### config.mk
export PLATFORM = sky130hd
export DESIGN_NAME = rs_issue_sched
export DESIGN_NICKNAME = d
export VERILOG_FILES = /design/src/rtl/rs_issue_sched_pkg.sv /design/src/rtl/rs_rot_pick.sv /design/src/rtl/rs_issue_sched.sv
export SDC_FILE = /design/constraint.sdc
export NUM_CORES = 1
export LEC_CHECK = 0
export BUFFER_PORTS_ARGS = -buffer_cell sky130_fd_sc_hd__clkbuf_2
export CAP_MARGIN = 10
export CORE_ASPECT_RATIO = 2
export CORE_MARGIN = 5
export CORE_UTILIZATION = 42
export CTS_CLUSTER_SIZE = 20
export DETAILED_ROUTE_END_ITERATION = 8
export SYNTH_ARGS = -nofsm -noshare
export SYNTH_HDL_FRONTEND = slang
export SYNTH_SLANG_ARGS = --single-unit
### constraint.sdc
create_clock -name clk_in -period 5 [get_ports clk_in]
set_input_delay 0.5 -clock clk_in [delete_from_list [all_inputs] [get_ports clk_in]]
set_output_delay 0.5 -clock clk_in [all_outputs]
set_load 0.01 [all_outputs]
### src/rtl/rs_issue_sched_pkg.sv
// rtl/rs_issue_sched_pkg.sv - RS sizing, scheduler state encoding and a one-hot helper
package rs_issue_sched_pkg;
  localparam int RS_SIZE = 16;
  localparam int RS_BIT  = 4;

  typedef enum logic {
    RS_SCHED_IDLE = 1'b0,
    RS_SCHED_HOLD = 1'b1
  } rs_sched_state_e;

  function automatic logic [RS_SIZE-1:0] rs_onehot(input logic [RS_BIT-1:0] idx);
    rs_onehot      = '0;
    rs_onehot[idx] = 1'b1;
  endfunction
endpackage

### src/rtl/rs_rot_pick.sv
// rtl/rs_rot_pick.sv - rotating-priority encoder: first set bit of cand at or after ptr
module rs_rot_pick
  import rs_issue_sched_pkg::*;
(
  input  logic [RS_SIZE-1:0] cand,
  input  logic [RS_BIT-1:0]  ptr,
  output logic               found,
  output logic [RS_BIT-1:0]  index
);
  // Doubling the vector turns the wrap-around search into a plain slice.
  logic [2*RS_SIZE-2:0] dbl;
  logic [RS_SIZE-1:0]   rot;
  logic [RS_BIT:0]      ptr_ext;
  logic [RS_BIT-1:0]    off;

  assign dbl     = {cand[RS_SIZE-2:0], cand};
  assign ptr_ext = {1'b0, ptr};
  assign rot     = dbl[ptr_ext +: RS_SIZE];

  always_comb begin
    found = 1'b0;
    off   = '0;
    for (int k = RS_SIZE - 1; k >= 0; k--) begin
      if (rot[k]) begin
        found = 1'b1;
        off   = k[RS_BIT-1:0];
      end
    end
  end

  assign index = ptr + off;
endmodule

### src/rtl/rs_issue_sched.sv
// rtl/rs_issue_sched.sv - RS issue scheduler; RS_AGE_PRIO_EN selects oldest-first over rotating priority
module rs_issue_sched
  import rs_issue_sched_pkg::*;
(
  input  logic               clk_in,
  input  logic               rst_in,
  input  logic               rdy_in,
  input  logic               flush_in,
  input  logic [RS_SIZE-1:0] ready_vec_in,
  input  logic               alloc_valid_in,
  input  logic [RS_BIT-1:0]  alloc_entry_in,
  output logic               issue_valid_out,
  output logic [RS_BIT-1:0]  issue_entry_out,
  input  logic               issue_ready_in,
  output logic               clear_valid_out,
  output logic [RS_BIT-1:0]  clear_entry_out
);
  rs_sched_state_e    state, state_nxt;
  logic [RS_BIT-1:0]  entry_q, entry_nxt;
  logic               fire;
  logic [RS_SIZE-1:0] cand;
  logic               pick_found;
  logic [RS_BIT-1:0]  pick_idx;

  assign fire = (state == RS_SCHED_HOLD) & issue_ready_in & rdy_in;
  // The fired entry is still flagged ready this cycle; the RS drops it next edge.
  assign cand = ready_vec_in & ~(fire ? rs_onehot(entry_q) : {RS_SIZE{1'b0}});

`ifdef RS_AGE_PRIO_EN
  logic [RS_SIZE-1:0][RS_SIZE-1:0] older;

  always_ff @(posedge clk_in or negedge rst_in) begin
    if (!rst_in) begin
      older <= '0;
    end else if (rdy_in && alloc_valid_in) begin
      for (int j = 0; j < RS_SIZE; j++) begin
        older[alloc_entry_in][j] <= 1'b0;
        older[j][alloc_entry_in] <= (j != int'(alloc_entry_in));
      end
    end
  end

  always_comb begin
    logic blk;
    blk        = 1'b0;
    pick_found = 1'b0;
    pick_idx   = '0;
    for (int i = RS_SIZE - 1; i >= 0; i--) begin
      blk = 1'b0;
      for (int j = 0; j < RS_SIZE; j++) begin
        if (cand[j] && older[j][i]) blk = 1'b1;
      end
      if (cand[i] && !blk) begin
        pick_found = 1'b1;
        pick_idx   = i[RS_BIT-1:0];
      end
    end
  end
`else
  logic [RS_BIT-1:0] ptr_q;
  logic              unused_alloc;

  assign unused_alloc = &{1'b0, alloc_valid_in, alloc_entry_in};

  rs_rot_pick u_pick (
    .cand  (cand),
    .ptr   (ptr_q),
    .found (pick_found),
    .index (pick_idx)
  );

  always_ff @(posedge clk_in or negedge rst_in) begin
    if (!rst_in)   ptr_q <= '0;
    else if (fire) ptr_q <= entry_q + 1'b1;
  end
`endif

  always_comb begin
    state_nxt = state;
    entry_nxt = entry_q;
    if (flush_in) begin
      state_nxt = RS_SCHED_IDLE;
    end else begin
      case (state)
        RS_SCHED_IDLE: begin
          if (pick_found) begin
            state_nxt = RS_SCHED_HOLD;
            entry_nxt = pick_idx;
          end
        end
        RS_SCHED_HOLD: begin
          if (fire) begin
            if (pick_found) entry_nxt = pick_idx;
            else            state_nxt = RS_SCHED_IDLE;
          end
        end
        default: state_nxt = RS_SCHED_IDLE;
      endcase
    end
  end

  always_ff @(posedge clk_in or negedge rst_in) begin
    if (!rst_in) begin
      state   <= RS_SCHED_IDLE;
      entry_q <= '0;
    end else if (rdy_in) begin
      state   <= state_nxt;
      entry_q <= entry_nxt;
    end
  end

  assign issue_valid_out = (state == RS_SCHED_HOLD);
  assign issue_entry_out = entry_q;
  assign clear_valid_out = fire;
  assign clear_entry_out = entry_q;
endmodule
* Word level (Yosys, flattened, before mapping)
Index checks and enable logic that the tools add are counted.
Word-level totals: register bits after elaboration 9, input port bits 26, output and inout bits 10, word-level logic and storage cells 59
Operators by class: $add $sub $neg 2, order comparisons 2, eq/ne operators 1, shift-type cells 1, mux-type cells 42, bitwise gates (word level) 6, reductions and logical operators 2
Operator list (count):
- 4-bit 2-to-1 mux | 18
- 31-bit by 5-bit indexed part select with 16-bit output | 1
- 1-bit 2-to-1 mux | 20
- 16-bit bitwise AND | 1
- 16-bit 2-to-1 mux | 1
- 16-bit NOT | 1
- 4-bit case mux with 2 select lines | 1
- 4-bit by 5-bit < comparator with 1-bit output, second input constant | 1
- 4-bit by 1-bit adder with 4-bit output, second input constant | 1
- 4-bit adder | 1
- 1-bit demux with 4-bit select | 1
- 4-bit by 1-bit greater-or-equal comparator with 1-bit output, second input constant | 1
- 3-bit AND reduction | 1
- 1-bit bitwise AND | 2
- 2-bit by 1-bit != test with 1-bit output, second input constant | 1
- 1-bit NOT | 2
- 1-bit case mux with 2 select lines | 1
- 1-bit logical AND | 1

* Longest topological paths before layout
Gate-level depths: netlist of run 1.
depth after elaboration 28, depth in mapped cells 17, mapped depth without buffers 17

* Cells and area by module
From an unflattened synthesis of run 1, not the netlist that was laid out.
Second synthesis, totals: cell total of the unflattened synthesis 196, area total of the unflattened synthesis 1946.9 um^2
By module, submodules not included:
- rs_rot_pick | instances 1, cells an instance 129, area an instance 1320.0 um^2, sequential area each 0.0 um^2
- rs_issue_sched | instances 1, cells an instance 67, area an instance 626.9 um^2, sequential area each 225.2 um^2

* Worst setup path before layout of run 1
OpenSTA, ideal clock, no wires.
path kind register -> register, from register entry_q[0], in the netlist clear_entry_out[0], to register entry_q[3], in the netlist clear_entry_out[3], setup time 87 ps, arrival 3648 ps, data required time 4913 ps, path slack 1265 ps, stages on the path, launching flop included 18, path buffers 0, period minus slack after synthesis 3735 ps, cells stage by stage dfrtp_1 -> inv_1 -> ha_1 -> nand4_1 -> o21ai_2 -> mux4_1 -> mux2i_2 -> nor3_1 -> a21oi_2 -> or2b_1 -> a21o_1 -> a31oi_1 -> ha_1 -> a21o_1 -> a21oi_1 -> xnor2_1 -> or3_1 -> o211ai_1
Between the ends: word-level cells in the longest chain between the ends 28, elaborated cells between the ends (all ways) 45, those cells by class 1 x add/sub; 2 x order compare; 1 x shift; 38 x mux; 2 x bitwise; 1 x reduce/logical
Ends and longest elaborated chain:
- start, declared | line rs_issue_sched.sv:19 | logic [RS_BIT-1:0] entry_q, entry_nxt;
- start signal, assigned | line rs_issue_sched.sv:108 | entry_q <= entry_nxt;
- 4-bit by 5-bit < comparator with 1-bit output (not written as such) or 4-bit by 1-bit greater-or-equal comparator with 1-bit output (tied branches) | line rs_issue_sched_pkg.sv:13 | rs_onehot[idx] = 1'b1;
- 1-bit logical AND (not written as such) | line rs_issue_sched_pkg.sv:13
- 1-bit 2-to-1 mux (not written as such) | line rs_issue_sched_pkg.sv:13
- 1-bit demux with 4-bit select (*) | line rs_issue_sched_pkg.sv:13
- 16-bit 2-to-1 mux (*) | line rs_issue_sched.sv:27 | assign cand = ready_vec_in & ~(fire ? rs_onehot(entry_q) : {RS_SIZE{1'b0}});
- 16-bit NOT (*) | line rs_issue_sched.sv:27
- 16-bit bitwise AND (*) | line rs_issue_sched.sv:27
- 31-bit by 5-bit indexed part select with 16-bit output (*) | line rs_rot_pick.sv:18 | assign rot = dbl[ptr_ext +: RS_SIZE];
- 4-bit 2-to-1 mux (16 in series) | line rs_rot_pick.sv:24 | if (rot[k]) begin
- 4-bit adder | line rs_rot_pick.sv:31 | assign index = ptr + off;
- 4-bit 2-to-1 mux (*) | line rs_issue_sched.sv:86, rs_issue_sched.sv:93
- 4-bit 2-to-1 mux | line rs_issue_sched.sv:92 | if (fire) begin
- 4-bit case mux with 2 select lines (*) | line rs_issue_sched.sv:84 | case (state)
Every way passes the cells marked *; elsewhere a longest branch is shown, timed or not. The select of a mux whose other input is x is not followed. A chain may end at the register's enable or synchronous reset.

* Worst setup path after layout of run 1
Same ends and word-level chain as after synthesis.

==> results of run 1 <==
synthesized netlist by cell type, types with 5 or more instances:
cell type   n
nor2_1     14
mux4_1      8
buf_4       5
inv_1      10
o21ai_2    15
ha_1        7
dfrtp_1     9
mux4_2     12
nand3_1     5
mux2_2      6
mux2i_1    22
a21oi_1     8
nor3_1      7
sequential cells by signal, summed over array words and instances (netlist names):
register / flops
clear_entry_out: 4
issue_valid_out: 1
ptr_q: 4
final cells by class:
type,count,share of cell area
inverter,10,0.0168
multi-input combinational,164,0.749
sequential,9,0.101
timing repair buffer,34,0.0808
clock buffer,4,0.0202
tap,57,0.0320
where the power goes:
| part | total (mW) | internal, mW | switching (mW) |
|---|---|---|---|
| Sequential | 0.201 | 0.104 | 0.0966 |
| Combinational | 1.16 | 0.555 | 0.604 |
| Clock | 0.0824 | 0.0554 | 0.0270 |
cell families after synthesis:
family / count (synthesis)
multiplexers: 53
flip-flops: 9
buffers and inverters: 26
XOR/XNOR: 4
adder cells (fa/ha/maj): 8
AND/OR/NAND/NOR: 55
AO/OA/AOI/OAI: 44
worst max-delay path: stages, from the launching register on:
cell	delay, ps
dfrtp_1	510
inv_1	110
ha_1	230
nand4_1	150
o21ai_2	130
mux4_1	530
mux2i_1	290
nor2_1	160
a21oi_1	380
or2b_1	270
a31oi_1	280
ha_1	290
a21o_1	180
a21oi_1	170
xnor2_1	90
or3_1	320
o211ai_1	100
final timing paths:
check / depth (start not counted) / startpoint / to
max: 16 / clear_entry_out[0] / clear_entry_out[3]
min: 1 / rst_in / clear_entry_out[1]
max reg2reg: 16 / clear_entry_out[0] / clear_entry_out[3]
min reg2reg: 1 / clear_entry_out[0] / ptr_q[0]
max in group asynchronous: 1 / rst_in / clear_entry_out[3]
min in group clk_in: 3 / flush_in / issue_valid_out
metal layers:
layer / up-vias / global-route usage
met2: 50 / 0.346
met5: - / 0
met3: 18 / 0.00470
li1: 823 / -
met1: 840 / 0.173
met4: 0 / 0.0919
==> out/metrics.yaml, run 1 <==
syn_area_per_cell_um2: 10.5
die-area_um2: 6550
final_util: 0.458
ys.flop_type: "dfrtp_1"
cts_max_path_buffers: 2
cp.required_ps: 5140
dp_hpwl_um: 4560
die_w_um: 59.8
clk_latency_ps: 230
ys_types: 56
layout_common_cells: "clkbuf_2 (30), mux2i_1 (22), o21ai_2 (15)"
clk_pin_slew_worst_paths_ps: 40
synth_xor_area_frac: 0.0168
post-synth-top-area-cell: "mux4_2"
dpl-instance-area_um2: 2180
drive_gt1_frac: 0.394
layoutNonFillerInstCount: 278
synth_top_family_by_area: "multiplexers"
final_nets: 256
routedLengthMet1_um: 1830
finalWorstSetupSlack_ps: 735
post_cts_buffers: 0
crit_type: "reg2reg"
place.gp.congestion: 0.849
cts-resized-gates: 0
multi_input_area_um2: 1670
synth_mux_area_frac: 0.404
core_area_um2: 4860
p_leak_nw: 0.949
grt_max_degree: 19
io_buffer_count: 30
fin_crit_sh: 0.853
syn2layout_area_growth_pct: 7.03
synth_compound_area_frac: 0.160
tightest_slew_ps: 781
hp-class: "in2async"
cts.sinks: 9
hold_ws_ps: 120
wl_met3_um: 126
tns_ps: 0
synth_async_sr_flop_share: 1.00
dr.pass1.iters: 4
synth_adder_area_share: 0.0517
io_pins: 36
cts-root-buf: "clkbuf_8"
fill_cells: 505
post_drt_wl_per_cell_um: 19.3
cts_buffers: 3
diodes: 0
synthCells: 199
crit_path_start_kind: "flop"
drv_slew: 0
wl_um: 5380
cp.arrival_ps: 4410
synth_nets: 233
register_area_um2: 225
start_util: 0.428
hold_viol_final: 0
finClkSkew_ps: 1.10
synth_top_area_frac: 0.130
grt_pass1_wl_um: 8760
finalSetupViolations: 0
die_height_um: 110
wl_met2_um: 3140
powerDensity_nw_per_um2: 647
cap_violations: 0
total_power_mw: 1.44
rsz0062_at_grt: "no"
status: "completed"
critPathMaxFanout: 8
setup.worst_path.end_class: "flop"
final_common_cell: "clkbuf_2"
top_layer: "met4"
antenna_found_initial: 0
yosysSeqAreaShare: 0.108
rrSetupSlack_ps: 740
grt_overflow: 0
dr_total_vias: 1731
yosysWarnings: 0
grt_pass1_vias: 1840
ys_ff_latch: 9
ctsHoldBuffers: 0
fmax_mhz: 234
num_rows: 36
grt_usage: 0.175
synth-edff-count: 0
cts_max_level: 1
relSlewSlack: 0.479
fin_crit_ps: 4260
synth.area.top_cells: "mux4_2 (13%), dfrtp_1 (11%), mux2i_1 (11%)"
syn-cell-area_um2: 2080
drc: 0
dp_cells: 274
vdd.ir_drop.worst_v: 0.000432
cts_tree: "yes"
design_area_um2: 2230
dp_slack_ps: 775
synth_simple_gate_area_frac: 0.170
drt-initial-drc-count: 52
postRouteAntennaNets: 0
via_per_inst: 6.23
Power figures use the tool's default switching activity.
==> run 2: changes to the inputs <==
==> constraint.sdc (replaced) <==
create_clock -name clk_in -period 4.76 [get_ports clk_in]
set_input_delay 0.476 -clock clk_in [delete_from_list [all_inputs] [get_ports clk_in]]
set_output_delay 0.476 -clock clk_in [all_outputs]
set_load 0.01 [all_outputs]
==> run 2 against run 1 <==
Effect of this change: cell area rose by 0.34%; flip-flop and latch count did not move; combinational power rose by 5%; clock skew barely moved; power rose by 5.5%; via count rose by 1.6%; setup slack got worse by 160 ps; count of clock-buffer cells in the layout did not move.
==> out/metrics.yaml, run 2 (same netlist as run 1, synthesis figures left out) <==
status: "completed"
post_cts_buffers: 0  # unchanged
io_pins: 36  # unchanged
layoutNonFillerInstCount: 279  # +0.36%
power_switching_share: 0.503  # -0.00119
cts_buffers: 3  # unchanged
cpPeakStageDelay_ps: 520  # about the same
cts_max_path_buffers: 2  # unchanged
cp.required_ps: 4910  # -230 ps
antenna_found_initial: 0  # unchanged
p_leak_nw: 0.953  # +0.50%
drive_gt1_frac: 0.396  # +0.00273
finalSetupViolations: 0  # unchanged
dp_slack_ps: 541  # -234 ps
die-area_um2: 6550  # unchanged
multi_input_area_um2: 1670  # unchanged
tns_ps: 0  # unchanged
dp_cells: 275  # +0.36%
cts-resized-gates: 0  # unchanged
drv_slew: 0  # unchanged
hold_viol_final: 0  # unchanged
cts_max_level: 1  # unchanged
post_drt_wl_per_cell_um: 19.6  # +1.5%
cts.sinks: 9  # unchanged
p_int_mw: 0.756  # +5.7%
vdd.ir_drop.worst_v: 0.000428  # -1.1%
worstPathCellList: "inv_1 > ha_1 > nand4_1 > o21ai_2 > mux4_1 > mux2i_1 > nor2_1 > a21oi_1 > or2b_1 > a31oi_1 > ha_1 > a21o_1 > a21oi_1 > xnor2_1 > or3_1 > o211ai_1"
grt_pass1_vias: 1891  # +2.8%
core_area_um2: 4860  # unchanged
rrSetupSlack_ps: 580  # -160 ps
layout_common_cells: "clkbuf_2 (30), mux2i_1 (22), o21ai_2 (15)"
p_sw_mw: 0.766  # +5.2%
finalWorstSetupSlack_ps: 575  # -160 ps
grt_pass1_wl_um: 8990  # +2.7%
cts-root-buf: "clkbuf_8"
grt_usage: 0.183  # +0.00774
clk_pin_slew_worst_paths_ps: 50  # about the same
rsz0062_at_grt: "no"
path_delay_family: "compound AO/OA/AOI/OAI gates"
fin_crit_ps: 4180  # -80.3 ps
setup.worst_path.end_class: "flop"
cpMaxStageDelayCell: "mux4_1"
clockPowerShare: 0.059  # +0.002
final_common_cell: "clkbuf_2"
clk_latency_ps: 230  # about the same
register_area_um2: 225  # unchanged
reg2reg_from: "clear_entry_out[0]"
tightest_slew_ps: 751  # -30.4 ps
critPathMaxFanout: 8  # unchanged
place.gp.congestion: 0.850  # about the same
fmax_mhz: 239  # +1.9%
die_w_um: 59.8  # unchanged
syn2layout_area_growth_pct: 7.39
fin_crit_sh: 0.879  # +0.0261
drc: 0  # unchanged
cts_tree: "yes"
grt_overflow: 0  # unchanged
ctsHoldBuffers: 0  # unchanged
r2r-end: "clear_entry_out[3]"
cap_violations: 0  # unchanged
relSlewSlack: 0.499  # +0.0202
postRouteAntennaNets: 0  # unchanged
num_rows: 36  # unchanged
dp_hpwl_um: 4620  # +1.4%
start_util: 0.428  # unchanged
io_buffer_count: 30  # unchanged
r2r_cells: 16  # unchanged
dr_total_vias: 1759  # +1.6%
diodes: 0  # unchanged
die_height_um: 110  # unchanged
fill_cells: 490  # -3.0%
p_seq_frac: 0.136  # -0.003
hp-class: "in2async"
powerDensity_nw_per_um2: 680  # +5.1%
pwr-share-comb: 0.805  # about the same
via_per_inst: 6.30  # +1.3%
drt-initial-drc-count: 47  # -9.6%
grt_max_degree: 19  # unchanged
dr.pass1.iters: 6  # +2
critPathBufInv: 1  # unchanged
crit_path_start_kind: "flop"
hold_ws_ps: 89.7  # -30.7 ps
crit_type: "reg2reg"
cp.arrival_ps: 4340  # -70 ps
final_nets: 257  # +0.39%
finClkSkew_ps: 1.55  # +0.443 ps
wl_um: 5470  # +1.8%
==> run 2: how the worst max path moves through the flow <==
stage,from,to,depth (start not counted)
after detailed placement,clear_entry_out[0],clear_entry_out[3],16
final,clear_entry_out[0],clear_entry_out[3],16
after global routing,clear_entry_out[0],clear_entry_out[3],17
after CTS,clear_entry_out[0],clear_entry_out[3],16
after global placement,clear_entry_out[0],clear_entry_out[3],16
after floorplan,clear_entry_out[0],clear_entry_out[3],17
==> run 2: stage by stage <==
step	util	area [um^2]	total power [mW]
detailed placement	0.451	2190	1.43
CTS	0.460	2240	1.53
global placement	0.451	2190	1.42
global route	0.460	2240	1.66
finish	0.460	2240	1.52
floorplan	-	2080	1.22
==> run 2: layout make-up <==
cell class                      instances  share of cell area
Multi-Input combinational cell        164               0.747
Clock buffer                            4              0.0201
Inverter                               10              0.0168
Timing Repair Buffer                   35              0.0839
Sequential cell                         9               0.101
Tap cell                               57              0.0319
==> run 2: routing by layer <==
| layer | routed length [um] | global-route usage | part of all wire |
|---|---|---|---|
| met3 | 115 | 0.00470 | 0.021 |
| met4 | 315 | 0.113 | 0.058 |
| met1 | 1900 | 0.184 | 0.35 |
| met5 | 0 | 0 | 0 |
| met2 | 3150 | 0.350 | 0.57 |
==> run 2: power groups by stage <==
stage | Combinational [mW] | Clock [mW] | Sequential [mW]
floorplan | 1.05 | 0 | 0.166
global placement | 1.22 | 0 | 0.207
detailed placement | 1.22 | 0 | 0.210
CTS | 1.23 | 0.0926 | 0.208
global route | 1.34 | 0.0948 | 0.219
finish | 1.22 | 0.0900 | 0.207
==> run 3: changes to the inputs <==
--- a/config.mk
+++ b/config.mk
@@ -12,6 +12,7 @@
 export CORE_UTILIZATION = 42
 export CTS_CLUSTER_SIZE = 20
 export DETAILED_ROUTE_END_ITERATION = 8
+export RECOVER_POWER = 25
 export SYNTH_ARGS = -nofsm -noshare
 export SYNTH_HDL_FRONTEND = slang
 export SYNTH_SLANG_ARGS = --single-unit
==> run 3 against run 2 <==
Effect of this change: maximum frequency barely moved; count of clock-buffer cells in the layout did not move; flip-flop and latch count did not move; register-to-register slack barely moved; setup slack got worse by 0.92 ps; clock power barely moved.
==> out/metrics.yaml, run 3 (same netlist as run 1, synthesis figures left out) <==
cts_buffers: 3  # unchanged
cap_violations: 0  # unchanged
postRouteAntennaNets: 0  # unchanged
post_drt_wl_per_cell_um: 19.7  # +0.38%
num_rows: 36  # unchanged
setup.worst_path.end_class: "flop"
p_leak_nw: 0.950  # -0.31%
critPathMaxFanout: 8  # unchanged
io_pins: 36  # unchanged
cpMaxStageDelayCell: "mux4_1"
drv_slew: 0  # unchanged
drt-initial-drc-count: 47  # unchanged
core_area_um2: 4860  # unchanged
wl_um: 5500  # +0.38%
finalSetupViolations: 0  # unchanged
fill_cells: 491  # +0.20%
die_w_um: 59.8  # unchanged
final_common_cell: "clkbuf_2"
crit_type: "reg2reg"
die_height_um: 110  # unchanged
drive_gt1_frac: 0.392  # -0.00450
cp.required_ps: 4910  # about the same
grt_usage: 0.183  # unchanged
hold_viol_final: 0  # unchanged
rrSetupSlack_ps: 570  # about the same
dr_total_vias: 1763  # +0.23%
rsz0062_at_grt: "no"
syn2layout_area_growth_pct: 7.33  # about the same
cts_tree: "yes"
final_nets: 257  # unchanged
grt_max_degree: 19  # unchanged
antenna_found_initial: 0  # unchanged
fmax_mhz: 239  # about the same
worstPathCellList: "inv_1 > ha_1 > nand4_1 > o21ai_2 > mux4_1 > mux2i_1 > nor2_1 > a21oi_1 > or2b_1 > a31oi_1 > ha_1 > a21o_1 > a21oi_1 > xnor2_1 > or3_1 > o211ai_1"
grt_pass1_vias: 1891  # unchanged
design_area_um2: 2240  # about the same
status: "completed"
fin_crit_sh: 0.879  # about the same
finalWorstSetupSlack_ps: 575  # -0.924 ps
dr.pass1.iters: 4  # -2
clk_pin_slew_worst_paths_ps: 50  # about the same
cts-root-buf: "clkbuf_8"
relSlewSlack: 0.499  # unchanged
reg2reg_from: "clear_entry_out[0]"
dpl-instance-area_um2: 2190  # unchanged
post_cts_buffers: 0  # unchanged
clk_latency_ps: 230  # about the same
crit_path_start_kind: "flop"
vdd.ir_drop.worst_v: 0.000429  # +0.21%
r2r-end: "clear_entry_out[3]"
cp.arrival_ps: 4340  # about the same
grt_pass1_wl_um: 8990  # unchanged
powerDensity_nw_per_um2: 681  # about the same
hp-class: "in2async"
cts_max_path_buffers: 2  # unchanged
cts_max_level: 1  # unchanged
grt_overflow: 0  # unchanged
die-area_um2: 6550  # unchanged
cpPeakStageDelay_ps: 520  # about the same
via_per_inst: 6.32  # +0.23%
dp_hpwl_um: 4620  # unchanged
diodes: 0  # unchanged
layout_common_cells: "clkbuf_2 (29), mux2i_1 (22), o21ai_2 (15)"
cts-resized-gates: 0  # unchanged
drc: 0  # unchanged
io_buffer_count: 30  # unchanged
ctsHoldBuffers: 0  # unchanged
r2r_cells: 16  # unchanged
start_util: 0.428  # unchanged
tns_ps: 0  # unchanged
dp_slack_ps: 541  # unchanged
tightest_slew_ps: 751  # -0.000238 ps
cts.sinks: 9  # unchanged
finClkSkew_ps: 1.55  # +0.00721 ps
fin_crit_ps: 4190  # +0.924 ps
place.gp.congestion: 0.850  # unchanged
run 3: critical path, delay by kind of cell, from the launching register on:
family          cells  cell delay (ps)
mux                 2              780
buf+inv             1              110
flops               1              500
fa+ha+maj           2              510
xor+xnor            1              100
compound gates      6             1210
simple gates        4              880
run 3: cell type report:
class	count	area [um^2]	share of cell area
clock buffer	4	45.0	0.0201
inverter	10	37.5	0.0168
timing repair buffer	35	186	0.0834
sequential	9	225	0.101
tap	57	71.3	0.0319
multi-input combinational	164	1670	0.747
run 3: worst max-delay path by stage:
| stage | from | end | slack [ps] | cells after the start |
|---|---|---|---|---|
| final | clear_entry_out[0] | clear_entry_out[3] | 570 | 16 |
| after CTS | clear_entry_out[0] | clear_entry_out[3] | 520 | 16 |
| after global routing | clear_entry_out[0] | clear_entry_out[3] | 190 | 17 |
| after global placement | clear_entry_out[0] | clear_entry_out[3] | 600 | 16 |
| after detailed placement | clear_entry_out[0] | clear_entry_out[3] | 540 | 16 |
| after floorplan | clear_entry_out[0] | clear_entry_out[3] | 1030 | 17 |
run 3: routing by layer:
layer | vias up | track usage | part of all wire
li1 | 823 | - | -
met1 | 868 | 0.184 | 0.35
met2 | 52 | 0.350 | 0.57
met3 | 20 | 0.00470 | 0.021
met4 | 0 | 0.113 | 0.057
met5 | - | 0 | 0
run 3: where the power goes:
group | switching, mW | internal, mW
clock network | 0.0315 | 0.0585
logic | 0.637 | 0.588
registers | 0.0971 | 0.110
run 3: through the flow:
step,hold WS [ps],power (mW),cells,util
2_1_floorplan,180,1.22,199,-
3_3_place_gp,342,1.42,275,0.451
3_5_place_dp,345,1.43,275,0.451
4_1_cts,89.5,1.53,279,0.460
5_1_grt,215,1.66,279,0.460
6_report,175,1.52,279,0.460
